==> config.mk <==
export PLATFORM = sky130hd
export DESIGN_NAME = fsk_framed_tx
export DESIGN_NICKNAME = d
export VERILOG_FILES = /design/src/rtl/fsk_pkg.sv /design/src/rtl/fsk_tone_gen.sv /design/src/rtl/fsk_framed_tx.sv
export SDC_FILE = /design/constraint.sdc
export NUM_CORES = 1
export LEC_CHECK = 0
export ABC_AREA = 1
export CAP_MARGIN = 5
export CORE_AREA = 2 2 40 78
export CTS_CLUSTER_DIAMETER = 200
export DETAILED_ROUTE_END_ITERATION = 12
export DIE_AREA = 0 0 42 80
export PLACE_DENSITY = 0.74
export SETUP_SLACK_MARGIN = 0.4
export SLEW_MARGIN = 10
export SYNTH_ARGS = -nofsm -noshare
export SYNTH_HDL_FRONTEND = slang
export SYNTH_SLANG_ARGS = --single-unit
==> constraint.sdc <==
create_clock -name clk -period 2 [get_ports clk]
set_input_delay 0.3 -clock clk [delete_from_list [all_inputs] [get_ports clk]]
set_output_delay 0.3 -clock clk [all_outputs]
set_load 0.02 [all_outputs]
==> src/rtl/fsk_pkg.sv <==
// Shared definitions for the framed FSK transmitter: frame state encoding
// and the default bit/tone timing constants.
package fsk_pkg;

  // Frame sequencer states; PARITY is only reachable when parity is compiled in.
  typedef enum logic [2:0] {
    IDLE   = 3'd0,
    START  = 3'd1,
    DATA   = 3'd2,
    PARITY = 3'd3,
    STOP   = 3'd4
  } fsk_state_e;

  // Default timing: 160 clk per bit, mark tone period 10 clk, space tone period 20 clk.
  localparam int DEF_BIT_CYC    = 160;
  localparam int DEF_HALF_MARK  = 5;
  localparam int DEF_HALF_SPACE = 10;

endpackage

==> src/rtl/fsk_tone_gen.sv <==
// Tone divider: squarewave whose half-period depends on the bit being sent.
// A restart pulse realigns the phase so the next cycle starts high.
module fsk_tone_gen #(
  parameter int HALF_MARK  = 5,
  parameter int HALF_SPACE = 10
) (
  input  logic clk,
  input  logic reset,
  input  logic bit_val,
  input  logic restart,
  output logic dataout
);

  localparam int HC_W = (HALF_SPACE > 1) ? $clog2(HALF_SPACE) : 1;

  logic [HC_W-1:0] hc_reg;
  logic [HC_W-1:0] half_last;
  logic            tone_reg;

  assign half_last = bit_val ? HC_W'(HALF_MARK - 1) : HC_W'(HALF_SPACE - 1);
  assign dataout   = tone_reg;

  // Half-period counter; toggles the tone at each half-period end, restart wins.
  always_ff @(posedge clk or negedge reset) begin
    if (!reset) begin
      hc_reg   <= '0;
      tone_reg <= 1'b0;
    end else if (restart) begin
      hc_reg   <= '0;
      tone_reg <= 1'b1;
    end else if (hc_reg == half_last) begin
      hc_reg   <= '0;
      tone_reg <= ~tone_reg;
    end else begin
      hc_reg   <= hc_reg + 1'b1;
    end
  end

endmodule

==> src/rtl/fsk_framed_tx.sv <==
// Framed FSK transmitter: start bit, DATA_W data bits LSB first, optional
// parity bit, stop bit; each bit is BIT_CYC clk long and sent as a tone.
// Parity bit is compiled in when FSK_FRAMED_TX_PARITY_EN is defined.
module fsk_framed_tx
  import fsk_pkg::*;
#(
  parameter int DATA_W     = 8,
  parameter int BIT_CYC    = DEF_BIT_CYC,
  parameter int HALF_MARK  = DEF_HALF_MARK,
  parameter int HALF_SPACE = DEF_HALF_SPACE,
  parameter int ODD_PAR    = 0
) (
  input  logic              clk,
  input  logic              reset,
  input  logic [DATA_W-1:0] datain,
  input  logic              din_valid,
  output logic              din_ready,
  output logic              dataout,
  output logic              busy,
  output logic              frame_done
);

  localparam int CYC_W = $clog2(BIT_CYC);
  localparam int IDX_W = (DATA_W > 1) ? $clog2(DATA_W) : 1;

  // Reject timing/width combinations the tone and frame logic cannot honour.
  if (HALF_MARK < 1 || HALF_MARK >= HALF_SPACE) begin : g_bad_half
    $error("fsk_framed_tx: need 1 <= HALF_MARK < HALF_SPACE");
  end
  if (BIT_CYC < 2 * HALF_SPACE) begin : g_bad_bit_cyc
    $error("fsk_framed_tx: BIT_CYC must be at least 2*HALF_SPACE");
  end
  if (DATA_W < 1 || DATA_W > 16) begin : g_bad_data_w
    $error("fsk_framed_tx: DATA_W must be in 1..16");
  end
  if (ODD_PAR != 0 && ODD_PAR != 1) begin : g_bad_odd_par
    $error("fsk_framed_tx: ODD_PAR must be 0 or 1");
  end

  fsk_state_e        state_reg, state_next;
  logic [CYC_W-1:0]  cyc_reg;
  logic [IDX_W-1:0]  idx_reg;
  logic [DATA_W-1:0] word_reg;
  logic              din_ready_reg;
  logic              accept;
  logic              bit_end;
  logic              last_data;
  logic              cur_bit;
  logic              restart;
  logic              tone;

`ifdef FSK_FRAMED_TX_PARITY_EN
  logic par_bit;
  assign par_bit = (^word_reg) ^ (ODD_PAR != 0);
`endif

  assign accept     = din_valid && din_ready_reg;
  assign bit_end    = (cyc_reg == CYC_W'(BIT_CYC - 1));
  assign last_data  = (idx_reg == IDX_W'(DATA_W - 1));
  assign busy       = (state_reg != IDLE);
  assign din_ready  = din_ready_reg;
  assign frame_done = (state_reg == STOP) && bit_end;
  // New tone phase on the first cycle of every bit, including the start bit.
  assign restart    = accept || (busy && bit_end);
  assign dataout    = tone & busy;

  // Next-state sequencing: advance one state per completed bit.
  always_comb begin
    state_next = state_reg;
    case (state_reg)
      IDLE:   if (accept) state_next = START;
      START:  if (bit_end) state_next = DATA;
`ifdef FSK_FRAMED_TX_PARITY_EN
      DATA:   if (bit_end && last_data) state_next = PARITY;
      PARITY: if (bit_end) state_next = STOP;
`else
      DATA:   if (bit_end && last_data) state_next = STOP;
`endif
      STOP:   if (bit_end) state_next = IDLE;
      default: state_next = IDLE;
    endcase
  end

  // Value of the bit currently on the line; selects the tone frequency.
  always_comb begin
    cur_bit = 1'b0;
    case (state_reg)
      DATA:   cur_bit = word_reg[idx_reg];
`ifdef FSK_FRAMED_TX_PARITY_EN
      PARITY: cur_bit = par_bit;
`endif
      STOP:   cur_bit = 1'b1;
      default: cur_bit = 1'b0;
    endcase
  end

  // State, bit-cycle counter, data index and word latch.
  always_ff @(posedge clk or negedge reset) begin
    if (!reset) begin
      state_reg     <= IDLE;
      cyc_reg       <= '0;
      idx_reg       <= '0;
      word_reg      <= '0;
      din_ready_reg <= 1'b0;
    end else begin
      state_reg     <= state_next;
      // Ready is registered so it first rises one edge after reset release.
      din_ready_reg <= (state_next == IDLE);
      if (accept) begin
        word_reg <= datain;
        cyc_reg  <= '0;
        idx_reg  <= '0;
      end else if (busy) begin
        cyc_reg <= bit_end ? '0 : cyc_reg + 1'b1;
        if (state_reg == DATA && bit_end) idx_reg <= idx_reg + 1'b1;
      end
    end
  end

  fsk_tone_gen #(
    .HALF_MARK  (HALF_MARK),
    .HALF_SPACE (HALF_SPACE)
  ) u_tone (
    .clk     (clk),
    .reset   (reset),
    .bit_val (cur_bit),
    .restart (restart),
    .dataout (tone)
  );

endmodule

==> run_results.csv <==
group,metric,value,unit
critical_path,rr_endpoint,"cyc_reg[6]$_DFFE_PN0P_",
layout,final_nets,216,
timing,fin_crit,1.710,ns
power_and_ir_drop,power.density,530.2,mW/mm^2
timing,finalMaxSlewViolations,0,
timing,slew_headroom,76.41,%
timing,tns,0,ns
layout,fillers,241,
layout,seqCellArea,703.2,sq um
timing,fin_crit_sh,85.51,%
detailed_routing,drtIter0Drc,35,
timing,max_slew.worst_pin.slew,0.3538,ns
die,die-area,0.003360,sq mm
layout,syn_to_final_growth,22.44,%
detailed_routing,firstDrtPassIters,4,
critical_path,required,1.70,ns
place,port_buffers,14,
clock_tree,clock_latency,0.27,ns
detailed_routing,drc,0,
detailed_routing,wl,2.997,mm
critical_path,cp.arrival,1.41,ns
critical_path,crit_path_start_kind,"register",
clock_tree,cts_max_level,1,
synthesis,ys_seq_area_share,48.15,%
layout,drive_above_1_share,25.00,%
critical_path,critPathMaxFanout,5,
die,rows,27,
synthesis,synthCells,175,
die,boundaryPins,15,
synthesis,synth_area,0.001455,sq mm
power_and_ir_drop,p_total,0.9446,mW
critical_path,ff2ff_path_depth,12,
clock_tree,cts.clk_slew.worst_paths,0.09,ns
critical_path,reg2reg_setup_slack,0.45,ns
timing,setup_viol,0,
timing,rsz0062_at_grt,"yes",
synthesis,yosys_warnings,0,
flow_run,cap_violations,0,
critical_path,cp-endpoint,"frame_done",
die,start_util,53.18,%
synthesis,synth_cell_type_count,27,
timing,finalWorstSetupSlack,0.2898,ns
critical_path,worstSetupPathType,"register to primary output",
timing,max_freq,584.7,MHz
place,place_congestion,0.8174,
timing,hold_viol,0,
synthesis,synth_nets,190,
synthesis,avgSynthCellArea,8.315,sq um
clock_tree,cts_buffers,3,
clock_tree,cts_buffer_depth,2,
place,dp.cells,219,
global_routing,grt_pass1_wl,5.313,mm
die,dieWidth,42,um
critical_path,r2r_start,"cyc_reg[0]$_DFFE_PN0P_",
timing,fin_skew,0.001800,ns
power_and_ir_drop,ir_worst_vdd,0.4200,mV
detailed_routing,wire_per_inst,13.09,um
global_routing,antenna_found_initial,0,
critical_path,worstSetupEndpointType,"primary output",
clock_tree,clock-sinks,28,
clock_tree,cts_tree,"built",
run_status,status,"complete, no violations",
detailed_routing,ant_nets,0,
die,fp.dieH,80,um
power_and_ir_drop,p_leak,0.9278,nW
place,hpwlAfterDp,2.155,mm
global_routing,track_usage,20.38,%
worst_hold_path,hold_path_class,"input port to asynchronous set/reset pin",
global_routing,grt_pass1_vias,1257,
critical_path,cp-startpoint,"cyc_reg[0]$_DFFE_PN0P_",
detailed_routing,vias,1225,
clock_tree,cts-root-buf,"clkbuf_8",
synthesis,ys_ff_latch,28,
layout,layoutNonFillerInstCount,229,
layout,multiInputGateArea,663.1,sq um
detailed_routing,vias_per_cell,5.349,
die,coreArea,0.002736,sq mm
global_routing,grt_max_degree,29,
global_routing,overflow,0,
layout,diodes,0,
place,pre_cts_ws,0.05395,ns
## report_power, final
part / leakage, nW / switching, mW / internal, mW
combinational: 0.600 / 0.0130 / 0.0181
clock: 0.0288 / 0.172 / 0.176
sequential: 0.299 / 0 / 0.566
## placed cells by master (no fill, tap or decap), types with 3 or more instances in the layout
| cell type | n |
|---|---|
| o21ai_0 | 9 |
| inv_2 | 7 |
| nor2_4 | 4 |
| nand3_2 | 3 |
| nor2_1 | 10 |
| ha_1 | 3 |
| nand2_2 | 7 |
| clkdlybuf4s50_1 | 10 |
| buf_4 | 9 |
| inv_1 | 24 |
| dfrtp_1 | 26 |
| nand2_1 | 32 |
| nand3_1 | 15 |
| a21oi_1 | 5 |
| o21ai_1 | 4 |
| clkbuf_8 | 4 |
## layer usage
metal,GRT usage (%),share of wire (%),up-vias
met2,38.44,57,29
met4,8.065,1.6,0
met1,22.84,38,585
li1,-,-,607
met3,1.584,2.9,4
met5,0,0,-
## through the flow
step | hold slack (ns) | util, % | area, sq um
2_1_floorplan | 0.004409 | - | 1455
4_1_cts | 0.4100 | 63.79 | 1745
3_3_place_gp | 0.4657 | 60.08 | 1644
6_report | 0.3934 | 65.11 | 1782
5_1_grt | 0.4283 | 65.11 | 1782
3_5_place_dp | 0.4750 | 60.08 | 1644
## kinds of logic (layout without fill, tap and decap cells)
kind of cell	Yosys count	in the layout	share of synthesized area (%)
xor gates and xnor gates	3	3	1.806
DFF	28	28	48.15
AOI/OAI and AO/OA	22	22	7.911
buffers and inverters	34	59	9.115
adders and majority gates	4	4	3.440
and+or+nand+nor	84	84	29.58
## final cells by class
cell class                      instances  area share, %
Multi-Input combinational cell        113          37.22
Sequential cell                        28          39.47
Clock buffer                            4          3.090
Tap cell                               29          2.037
Inverter                               32          6.882
Timing Repair Buffer                   23          11.31
## repair_timing
| item | in CTS | in global routing |
|---|---|---|
| hold buffers | 0 | 0 |
| pin swaps | 1 | 3 |
| resized for setup | 18 | 15 |
| endpoints found under the setup margin | 10 | 16 |
| buffers inserted | 3 | 3 |
## cell usage after synthesis
library cell / count / area, sq um
nor2_4: 1 / 11.26
nor2_1: 14 / 52.55
nor3_1: 2 / 10.01
buf_2: 2 / 10.01
nand4_1: 2 / 12.51
inv_2: 4 / 15.01
o21ai_1: 2 / 10.01
nor3_2: 2 / 20.02
nand3_2: 3 / 30.03
o21ai_0: 12 / 60.06
nand3_1: 15 / 75.07
nand3b_1: 1 / 7.510
inv_1: 27 / 101.4
nand2_4: 1 / 11.26
dfrtp_1: 28 / 700.7
inv_4: 1 / 6.260
nand2_2: 6 / 37.54
o22ai_1: 2 / 12.51
a211oi_1: 1 / 7.510
xnor2_1: 1 / 8.760
nor3_4: 1 / 16.27
nor2_2: 1 / 6.260
a21oi_1: 5 / 25.02
nand4_2: 1 / 12.51
ha_1: 4 / 50.05
nand2_1: 34 / 127.6
xor2_1: 2 / 17.52
## critical path, stage by stage (launching register included)
cell and delay [ns]:
dfrtp_1 0.38, ha_2 0.20, nand2_2 0.05, inv_2 0.06, nand2_2 0.05, inv_2 0.07, nand2_4 0.08, nor2_4 0.12
buf_6 0.12
## how the worst min path moves through the flow
stage	start	cells past startpoint	slack, ns	endpoint
2_1_floorplan	reset	0	0.004	cyc_reg[0]$_DFFE_PN0P_
3_3_place_gp	word_reg[0]$_DFFE_PN0P_	2	0.47	word_reg[0]$_DFFE_PN0P_
3_5_place_dp	word_reg[0]$_DFFE_PN0P_	2	0.48	word_reg[0]$_DFFE_PN0P_
4_1_cts	reset	2	0.41	word_reg[0]$_DFFE_PN0P_
5_1_grt	reset	2	0.43	word_reg[1]$_DFFE_PN0P_
6_report	reset	2	0.39	state_reg[1]$_DFF_PN0_
Power figures use the tool's default switching activity.
